[config.mk]
export PLATFORM = sky130hd
export DESIGN_NAME = bcd_addsub_serial
export DESIGN_NICKNAME = d
export VERILOG_FILES = /design/src/rtl/bcd_pkg.sv /design/src/rtl/bcd_digit_adder.sv /design/src/rtl/bcd_addsub_serial.sv
export SDC_FILE = /design/constraint.sdc
export NUM_CORES = 1
export LEC_CHECK = 0
export ABC_AREA = 1
export CORE_UTILIZATION = 27
export DETAILED_ROUTE_END_ITERATION = 7
export PLACE_DENSITY = 0.45
export REMOVE_ABC_BUFFERS = 1
export SYNTH_ARGS = -nofsm -noshare
export SYNTH_HDL_FRONTEND = slang
export SYNTH_HIERARCHICAL = 1
export SYNTH_SLANG_ARGS = --single-unit
[constraint.sdc]
create_clock -name clk -period 3 [get_ports clk]
set_clock_uncertainty 0.2 [all_clocks]
set_input_delay 0.75 -clock clk [delete_from_list [all_inputs] [get_ports clk]]
set_output_delay 0.75 -clock clk [all_outputs]
set_load 0.05 [all_outputs]
[src/rtl/bcd_pkg.sv]
// Shared BCD definitions for the digit-serial add/sub datapath.
//   bcd_digit_t     : one packed BCD digit (0..9 valid, 10..15 invalid)
//   BCD_MAX         : largest legal digit value
//   state_t         : control states of the serial engine
//   nine_comp()     : nine's complement of a digit (9 - d)
//   is_valid_digit(): 1 when the nibble holds a legal BCD digit
package bcd_pkg;

  typedef logic [3:0] bcd_digit_t;

  localparam bcd_digit_t BCD_MAX = 4'd9;

  typedef enum logic [1:0] {
    ST_IDLE = 2'd0,
    ST_RUN  = 2'd1,
    ST_DONE = 2'd2
  } state_t;

  function automatic bcd_digit_t nine_comp(input bcd_digit_t d);
    return BCD_MAX - d;
  endfunction

  function automatic logic is_valid_digit(input bcd_digit_t d);
    return (d <= BCD_MAX);
  endfunction

endpackage

[src/rtl/bcd_digit_adder.sv]
// Single-digit BCD adder with decimal correction.
// Ports:
//   a, b  in  4  BCD digits (b may already be nine's-complemented)
//   cin   in  1  carry in
//   s     out 4  corrected BCD sum digit
//   cout  out 1  decimal carry out
module bcd_digit_adder
  import bcd_pkg::*;
(
  input  bcd_digit_t a,
  input  bcd_digit_t b,
  input  logic       cin,
  output bcd_digit_t s,
  output logic       cout
);

  // Worst case 9 + 9 + 1 = 19, so 5 bits hold the binary sum exactly.
  logic [4:0] sum;

  always_comb begin
    sum = {1'b0, a} + {1'b0, b} + {4'b0000, cin};
    if (sum > 5'd9) begin
      // Adding 6 skips the six unused codes; the 4-bit wrap drops the 16.
      s    = sum[3:0] + 4'd6;
      cout = 1'b1;
    end else begin
      s    = sum[3:0];
      cout = 1'b0;
    end
  end

endmodule

[src/rtl/bcd_addsub_serial.sv]
// Digit-serial BCD adder/subtractor, LSD first, one digit per clock.
// Subtraction is a + (10^N - 1 - b) + 1, i.e. ten's complement with the
// initial carry set; the final carry then means "no borrow".
// Ports:
//   clk    in   1         rising-edge clock
//   rst    in   1         asynchronous active-high reset
//   start  in   1         request, sampled only when idle
//   sub    in   1         0: a+b, 1: a-b
//   a, b   in   4*DIGITS  packed BCD operands, digit 0 in [3:0]
//   busy   out  1         digits being processed
//   done   out  1         one-cycle completion pulse
//   o      out  4*DIGITS  result, held until the next accepted start
//   cout   out  1         add overflow (a+b >= 10^DIGITS)
//   neg    out  1         sub result is negative (ten's complement form)
//   err    out  1         an operand nibble was not a BCD digit
module bcd_addsub_serial
  import bcd_pkg::*;
#(
  parameter int DIGITS = 4
) (
  input  logic                clk,
  input  logic                rst,
  input  logic                start,
  input  logic                sub,
  input  logic [4*DIGITS-1:0] a,
  input  logic [4*DIGITS-1:0] b,
  output logic                busy,
  output logic                done,
  output logic [4*DIGITS-1:0] o,
  output logic                cout,
  output logic                neg,
  output logic                err
);

  localparam int W     = 4 * DIGITS;
  localparam int IDX_W = (DIGITS > 1) ? $clog2(DIGITS) : 1;
  localparam logic [IDX_W-1:0] LAST_IDX = IDX_W'(DIGITS - 1);

  state_t           state_reg, state_next;
  logic [W-1:0]     a_reg, a_next;
  logic [W-1:0]     b_reg, b_next;
  logic [W-1:0]     o_reg, o_next;
  logic             sub_reg, sub_next;
  logic             carry_reg, carry_next;
  logic [IDX_W-1:0] idx_reg, idx_next;
  logic             cout_reg, cout_next;
  logic             neg_reg, neg_next;
  logic             err_reg, err_next;

  // Operand validity is checked on the live inputs so a bad request
  // can be rejected in the same cycle it is accepted.
  logic [DIGITS-1:0] nib_ok;
  logic              ops_ok;

  bcd_digit_t a_dig [DIGITS];
  bcd_digit_t b_dig [DIGITS];

  genvar gi;
  generate
    for (gi = 0; gi < DIGITS; gi++) begin : g_digit
      assign nib_ok[gi] = is_valid_digit(a[gi*4 +: 4]) & is_valid_digit(b[gi*4 +: 4]);
      assign a_dig[gi]  = a_reg[gi*4 +: 4];
      assign b_dig[gi]  = b_reg[gi*4 +: 4];
    end
  endgenerate

  assign ops_ok = &nib_ok;

  // One shared digit adder, fed by the index mux.
  bcd_digit_t cur_a, cur_b, dig_s;
  logic       dig_cout;

  assign cur_a = a_dig[idx_reg];
  assign cur_b = sub_reg ? nine_comp(b_dig[idx_reg]) : b_dig[idx_reg];

  bcd_digit_adder u_digit_adder (
    .a    (cur_a),
    .b    (cur_b),
    .cin  (carry_reg),
    .s    (dig_s),
    .cout (dig_cout)
  );

  always_ff @(posedge clk or posedge rst) begin
    if (rst) begin
      state_reg <= ST_IDLE;
      a_reg     <= '0;
      b_reg     <= '0;
      o_reg     <= '0;
      sub_reg   <= 1'b0;
      carry_reg <= 1'b0;
      idx_reg   <= '0;
      cout_reg  <= 1'b0;
      neg_reg   <= 1'b0;
      err_reg   <= 1'b0;
    end else begin
      state_reg <= state_next;
      a_reg     <= a_next;
      b_reg     <= b_next;
      o_reg     <= o_next;
      sub_reg   <= sub_next;
      carry_reg <= carry_next;
      idx_reg   <= idx_next;
      cout_reg  <= cout_next;
      neg_reg   <= neg_next;
      err_reg   <= err_next;
    end
  end

  always_comb begin
    state_next = state_reg;
    a_next     = a_reg;
    b_next     = b_reg;
    o_next     = o_reg;
    sub_next   = sub_reg;
    carry_next = carry_reg;
    idx_next   = idx_reg;
    cout_next  = cout_reg;
    neg_next   = neg_reg;
    err_next   = err_reg;

    unique case (state_reg)
      ST_IDLE: begin
        if (start) begin
          a_next     = a;
          b_next     = b;
          sub_next   = sub;
          carry_next = sub;
          idx_next   = '0;
          o_next     = '0;
          cout_next  = 1'b0;
          neg_next   = 1'b0;
          err_next   = ~ops_ok;
          state_next = ops_ok ? ST_RUN : ST_DONE;
        end
      end

      ST_RUN: begin
        o_next[{idx_reg, 2'b00} +: 4] = dig_s;
        carry_next = dig_cout;
        if (idx_reg == LAST_IDX) begin
          // Flags are registered here so they are valid together with done.
          idx_next   = '0;
          cout_next  = ~sub_reg & dig_cout;
          neg_next   = sub_reg & ~dig_cout;
          state_next = ST_DONE;
        end else begin
          idx_next = idx_reg + 1'b1;
        end
      end

      ST_DONE: begin
        state_next = ST_IDLE;
      end

      default: begin
        state_next = ST_IDLE;
      end
    endcase
  end

  assign busy = (state_reg == ST_RUN);
  assign done = (state_reg == ST_DONE);
  assign o    = o_reg;
  assign cout = cout_reg;
  assign neg  = neg_reg;
  assign err  = err_reg;

endmodule

**Yosys cells after proc, flatten, opt, wreduce, memory -nomap -nowiden**

Cells that the tools add are included.

- Input bits: 36
- Logic and storage cells: 76
- Output and inout port bits: 21
- Register bits after elaboration: 57

- Bitwise logic cells: 10
- Reduce and logical (&&, ||, !) cells: 7
- Shift-type cells: 2
- Muxes and demuxes: 26
- Equality and inequality tests: 5
- $add $sub $neg: 6
- Order comparisons: 10

Operators with widths:

| operator | count |
|---|---|
| $le 4x4->1 const B | 8 |
| $pmux 16 s2 | 1 |
| $mux 4 | 6 |
| $bmux 4 s2 | 2 |
| $bwmux 16 | 1 |
| $mux 16 | 1 |
| $shift 4x6->16 const A | 1 |
| $shiftx 4x6->16 | 1 |
| $mux 2 | 5 |
| $pmux 2 s2 | 2 |
| $and 1x1->1 | 6 |
| $neg 4->6 | 1 |
| $pmux 1 s2 | 3 |
| $reduce_and 2->1 | 3 |
| $add 4x4->5 | 1 |
| $add 5x1->5 | 1 |
| $gt 5x4->1 const B | 1 |
| $mux 1 | 5 |
| $add 4x3->4 const B | 1 |
| $eq 2x2->1 const B | 2 |
| $reduce_and 4->1 | 1 |
| $sub 4x4->4 const A | 1 |
| $ge 3x3->1 const B | 1 |
| $not 1->1 | 3 |
| other kinds (8) | 8 |

**Longest topological paths before layout**

- Depth after elaboration: 14
- Gate-level depth with buffers: 21
- Mapped depth without buffers: 19

**Cells and area by module**

The synthesis kept the hierarchy.

By module, submodules not included:

| module | cells an instance | instances | seq. area each (um^2) | area each (um^2) |
|---|---|---|---|---|
| bcd_addsub_serial | 329 | 1 | 1426.4 | 2731.4 |
| bcd_digit_adder | 47 | 1 | 0.0 | 300.3 |

**Least setup slack after synthesis**

No wires, ideal clock.

- Path type: flip-flop to flip-flop
- Start: register idx_reg[0]
- End: register o_reg[5] (netlist: o[5])
- Path slack: -0.166 ns
- Stages on the path, launching flop included: 22
- Library setup time: 0.095 ns
- Required time: 2.705 ns
- Arrival: 2.871 ns
- Path buffers: 2
- Period minus slack after synthesis: 3.166 ns
- Path through: dfrtp_1 buf_6 inv_6 buf_4 nand2_1 a32oi_2 inv_1 ha_1 nand2_1 o21ai_1 ha_1 inv_1 nand2_2 nand2_2 ha_1 a21oi_4 nand2_4 nand2_4 nand2_1 nand2_1 nand2_1 o31ai_1

- Cells in the longest elaborated chain, start to end: 13
- Elaborated cells on any way between the ends: 19
- Classes of those cells: add/sub: 5; order compare: 1; shift: 2; mux: 10; bitwise: 1

RTL lines:

| element | RTL line | text |
|---|---|---|
| start, declared | bcd_addsub_serial.sv:45 | `logic [IDX_W-1:0] idx_reg, idx_next;` |
| start signal, assigned | bcd_addsub_serial.sv:103 | `idx_reg <= idx_next;` |
| $not 2->3 (not written as such) (*) | bcd_addsub_serial.sv:74 | `assign cur_b = sub_reg ? nine_comp(b_dig[idx_reg]) : b_dig[idx_reg];` |
| $bmux 4 s2 (*) | bcd_addsub_serial.sv:74 |  |
| $mux 4 (not written as such) (*) (2 in series) | bcd_addsub_serial.sv:74 |  |
| $sub 4x4->4 | bcd_pkg.sv:20 | `return BCD_MAX - d;` |
| $mux 4 (*) | bcd_addsub_serial.sv:74 |  |
| net cur_b[1] | bcd_addsub_serial.sv:70 | `bcd_digit_t cur_a, cur_b, dig_s;` |
| $add 4x4->5 (*) | bcd_digit_adder.sv:21 | `sum = {1'b0, a} + {1'b0, b} + {4'b0000, cin};` |
| $add 5x1->5 (*) | bcd_digit_adder.sv:21 |  |
| $add 4x3->4 or $gt 5x4->1 (tied branches) | bcd_digit_adder.sv:24, bcd_digit_adder.sv:22 |  |
| $mux 4 (*) | bcd_digit_adder.sv:22 | `if (sum > 5'd9) begin` |
| net dig_s[1] | bcd_addsub_serial.sv:70 |  |
| $shiftx 4x6->16 (*) | bcd_addsub_serial.sv:139 | `o_next[{idx_reg, 2'b00} +: 4] = dig_s;` |
| $bwmux 16 (*) | bcd_addsub_serial.sv:139 |  |
| $pmux 16 s2 (*) | bcd_addsub_serial.sv:122 | `unique case (state_reg)` |
| end signal, assigned | bcd_addsub_serial.sv:100 | `o_reg <= o_next;` |
| end, declared | bcd_addsub_serial.sv:42 | `logic [W-1:0] o_reg, o_next;` |

The timed path passes the listed nets; every way through them passes the cells marked *. The select of a mux whose other input is x is not followed.
A chain may end at the register's enable or synchronous reset.

**Worst setup path after layout**

- Start: register idx_reg[0]
- End: register o_reg[5] (netlist: o[5])

- Elaborated cells on any way between the ends: 19
- Classes of those cells: add/sub: 5; order compare: 1; shift: 2; mux: 10; bitwise: 1

RTL lines:

| element | RTL line | text |
|---|---|---|
| $not 2->3 (not written as such) (*) | bcd_addsub_serial.sv:73 | `assign cur_a = a_dig[idx_reg];` |
| $bmux 4 s2 (*) | bcd_addsub_serial.sv:73 |  |
| $mux 4 (not written as such) (*) (2 in series) | bcd_addsub_serial.sv:73 |  |
| net cur_a[0] | bcd_addsub_serial.sv:70 |  |
| $add 4x4->5 (*) | bcd_digit_adder.sv:21 |  |
| $add 5x1->5 (*) | bcd_digit_adder.sv:21 |  |
| $add 4x3->4 or $gt 5x4->1 (tied branches) | bcd_digit_adder.sv:24, bcd_digit_adder.sv:22 |  |
| $mux 4 (*) | bcd_digit_adder.sv:22 |  |
| net dig_s[1] | bcd_addsub_serial.sv:70 |  |
| $shiftx 4x6->16 (*) | bcd_addsub_serial.sv:139 |  |
| $bwmux 16 (*) | bcd_addsub_serial.sv:139 |  |
| $pmux 16 s2 (*) | bcd_addsub_serial.sv:122 |  |

Marks and branches as above.

==> flow_metrics.py <==
metrics = {
    "setup_path": {
        "arrival_ns": 3.06,
        "max_stage_delay_ns": 0.55,
        "cp_max_fo": 7,
        "critical_path.slowest_cell": "fa_2",
        "critPathLaunchType": "flop",
        "cpMostUsedCell": "nand2_2",
        "endpoint_kind": "flop",
        "crit_required_ns": 3.04,
        "worstSetupPathType": "flop to flop",
        "crit_chain": "clkinv_4, buf_6, o21ai_2, o22ai_2, fa_2, fa_2, inv_2, ha_4, a21oi_4, nand2_4, nand2_4, nand2_2, nand2_2, nand2_2, o31ai_1",
    },
    "cts": {
        "cts_max_path_buffers": 2,
        "cts_tree": "yes",
        "cts_sinks": 57,
        "cts_root_buffer": "clkbuf_8",
        "worstSkewPairLatency_ns": 0.33,
        "clk_pin_slew_ns": 0.07,
        "cts_hold_buf": 0,
        "numCtsBuffers": 9,
        "htreeDepth": 3,
    },
    "pwr": {
        "ir_drop_uv": 400,
        "p_per_area_nw_per_um2": 708,
        "leakage_nw": 2.02,
        "report.power.total_mw": 3.02,
    },
    "detailed_routing": {
        "viasPerCell": 4.45,
        "firstDrtPassIters": 4,
        "met1_length_mm": 3.63,
        "routedWlPerCell_um": 13.0,
        "wl_met3_um": 289,
        "ant_nets": 0,
        "top_layer": "met4",
        "vias": 2702,
        "dr_wl_met2_mm": 3.87,
        "drc": 0,
        "routed_wl_mm": 7.89,
        "first_iter_violations": 69,
    },
    "placed_design": {
        "dpl_cell_area_um2": 3870,
        "dpl_worst_slack_ns": -0.257,
        "place_congestion": 0.821,
        "dp.cells": 585,
        "port_buffers": 56,
        "dp_hpwl_mm": 5.83,
    },
    "sta": {
        "hold-worst-slack_ns": 0.279,
        "finalHoldViolations": 0,
        "fin_ws_ns": -0.0143,
        "setup_viol": 1,
        "rsz0062_at_grt": "true",
        "fin_crit_sh_pct": 100,
        "finalCriticalPeriod_ns": 3.01,
        "slew_violations": 0,
        "timing.fmax_mhz": 332,
        "max_slew.worst_pin.slew_ns": 0.538,
        "setup-tns-final_ns": -0.0143,
        "relSlewSlack_pct": 64.1,
    },
    "run_status": {
        "violations": "negative setup slack",
        "outcome": "finished, violations left",
    },
    "floorplan": {
        "core-area_um2": 10900,
        "pin_count": 57,
        "num_rows": 38,
        "die_h_um": 108,
        "dieArea_um2": 11700,
        "initial_core_util_pct": 27.8,
        "die_w_um": 108,
    },
    "global_routing": {
        "track_usage_pct": 14.5,
        "gr-total-overflow": 0,
        "grt_max_degree": 58,
        "grt_antenna_before_repair": 0,
        "grt_pass1_vias": 2713,
        "grt_pass1_wl_mm": 13.0,
    },
    "cells_and_area": {
        "fillers": 1163,
        "nets": 509,
        "area_delta_synth_final_pct": 40.9,
        "drive_gt1_share_pct": 22.9,
        "stdcell_area_um2": 4270,
        "diodes": 0,
        "fin_util_pct": 39.2,
        "final_cell_count_no_fill": 607,
    },
    "logic_synthesis": {
        "netlist_instances": 376,
        "yosys_warnings": 6,
        "ys_ff_latch": 57,
        "synth.cell_area_um2": 3030,
        "synth_cell_type_count": 30,
        "postSynthAreaPerCell_um2": 8.06,
        "synth_seq_area_share_pct": 47.0,
    },
    "min_path": {
        "min_path_type": "flop to flop",
    },
    "run": {
        "max-cap-violations": 0,
    },
}
-- path summary, 6_finish.rpt --
kind,slack (ns),depth (start not counted),startpoint,end
worst max-delay path,-0.01,15,idx_reg[0]$_DFFE_PP0P_,o[5]$_DFFE_PP0P_
worst min-delay path,0.28,2,a_reg[11]$_DFFE_PP0P_,a_reg[11]$_DFFE_PP0P_
worst max register to register,-0.01,15,idx_reg[0]$_DFFE_PP0P_,o[5]$_DFFE_PP0P_
worst min register to register,0.28,2,a_reg[11]$_DFFE_PP0P_,a_reg[11]$_DFFE_PP0P_
max in group asynchronous,1.74,3,rst,idx_reg[0]$_DFFE_PP0P_
min in group asynchronous,0.61,3,rst,state_reg[1]$_DFFE_PP0P_
-- layer usage --
metal	up-vias	global-route usage [%]
met5	-	0
met2	48	25.7
met3	12	3.25
met4	0	4.11
met1	1264	17.5
li1	1378	-
-- what timing repair did --
action | CTS | global route
setup endpoints to repair | 15 | 15
buffers inserted | 4 | 2
pin swaps | 8 | 28
resized for setup | 11 | 48
-- cell usage after synthesis --
cell type | count | area share (%)
o31ai_1 | 2 | 0.50
nand3_2 | 1 | 0.33
a211oi_1 | 1 | 0.25
nand4_2 | 1 | 0.41
inv_2 | 3 | 0.37
nand2_1 | 148 | 18
buf_6 | 6 | 2.2
fa_1 | 2 | 1.3
a21oi_4 | 1 | 0.54
a21oi_1 | 3 | 0.50
a21oi_2 | 1 | 0.29
o22ai_1 | 9 | 1.9
buf_4 | 2 | 0.50
a32oi_2 | 1 | 0.54
nand4_1 | 1 | 0.21
xnor2_1 | 1 | 0.29
o21ai_0 | 26 | 4.3
nand3_1 | 31 | 5.1
ha_1 | 9 | 3.7
xor2_1 | 1 | 0.29
nor2_1 | 17 | 2.1
o21ai_1 | 6 | 0.99
nand3_4 | 1 | 0.58
nand2_4 | 3 | 1.1
inv_6 | 1 | 0.29
nand2_2 | 6 | 1.2
dfrtp_1 | 57 | 47
nor2_4 | 1 | 0.37
buf_2 | 5 | 0.83
inv_1 | 29 | 3.6
-- logic make-up after synthesis --
logic type / Yosys count / share of synthesized area, %
compound gates: 50 / 9.74
xor+xnor: 2 / 0.578
fa+ha+maj: 11 / 5.04
buf+inv: 46 / 7.80
flops: 57 / 47.0
simple gates: 210 / 29.8
-- worst max-delay path: cells and delay by family, from the launching register on --
family,cells,cell delay (ns)
flops,1,0.45
compound gates,4,0.56
simple gates,5,0.33
fa+ha+maj,3,1.10
buf+inv,3,0.29
-- final cells by class --
cell class	instances	area, µm²	area share (%)
Multi-Input combinational cell	273	1530	35.8
Sequential cell	57	1430	33.4
Timing Repair Buffer	88	832	19.5
Tap cell	140	175	4.10
Clock buffer	13	159	3.72
Inverter	33	131	3.08
Clock inverter	3	15.0	0.352
-- placed cells by master, fill, tap and decap left out, types with 4 or more instances in the layout --
cell,n
buf_4,26
buf_6,5
clkbuf_8,11
clkdlybuf4s50_1,56
dfrtp_1,56
ha_1,6
inv_1,21
inv_2,10
nand2_1,138
nand2_2,15
nand2_4,4
nand3_1,25
nand3_2,7
nor2_1,16
o21ai_0,17
o21ai_1,12
o22ai_1,5
o22ai_2,4
-- report_power, final --
group	leakage [nW]	internal, mW	switching (mW)
combinational	1.19	0.613	0.835
clock	0.0932	0.341	0.306
sequential	0.730	0.864	0.0654
total	2.02	1.82	1.21
Note: power is estimated with default switching activity, not from simulation.
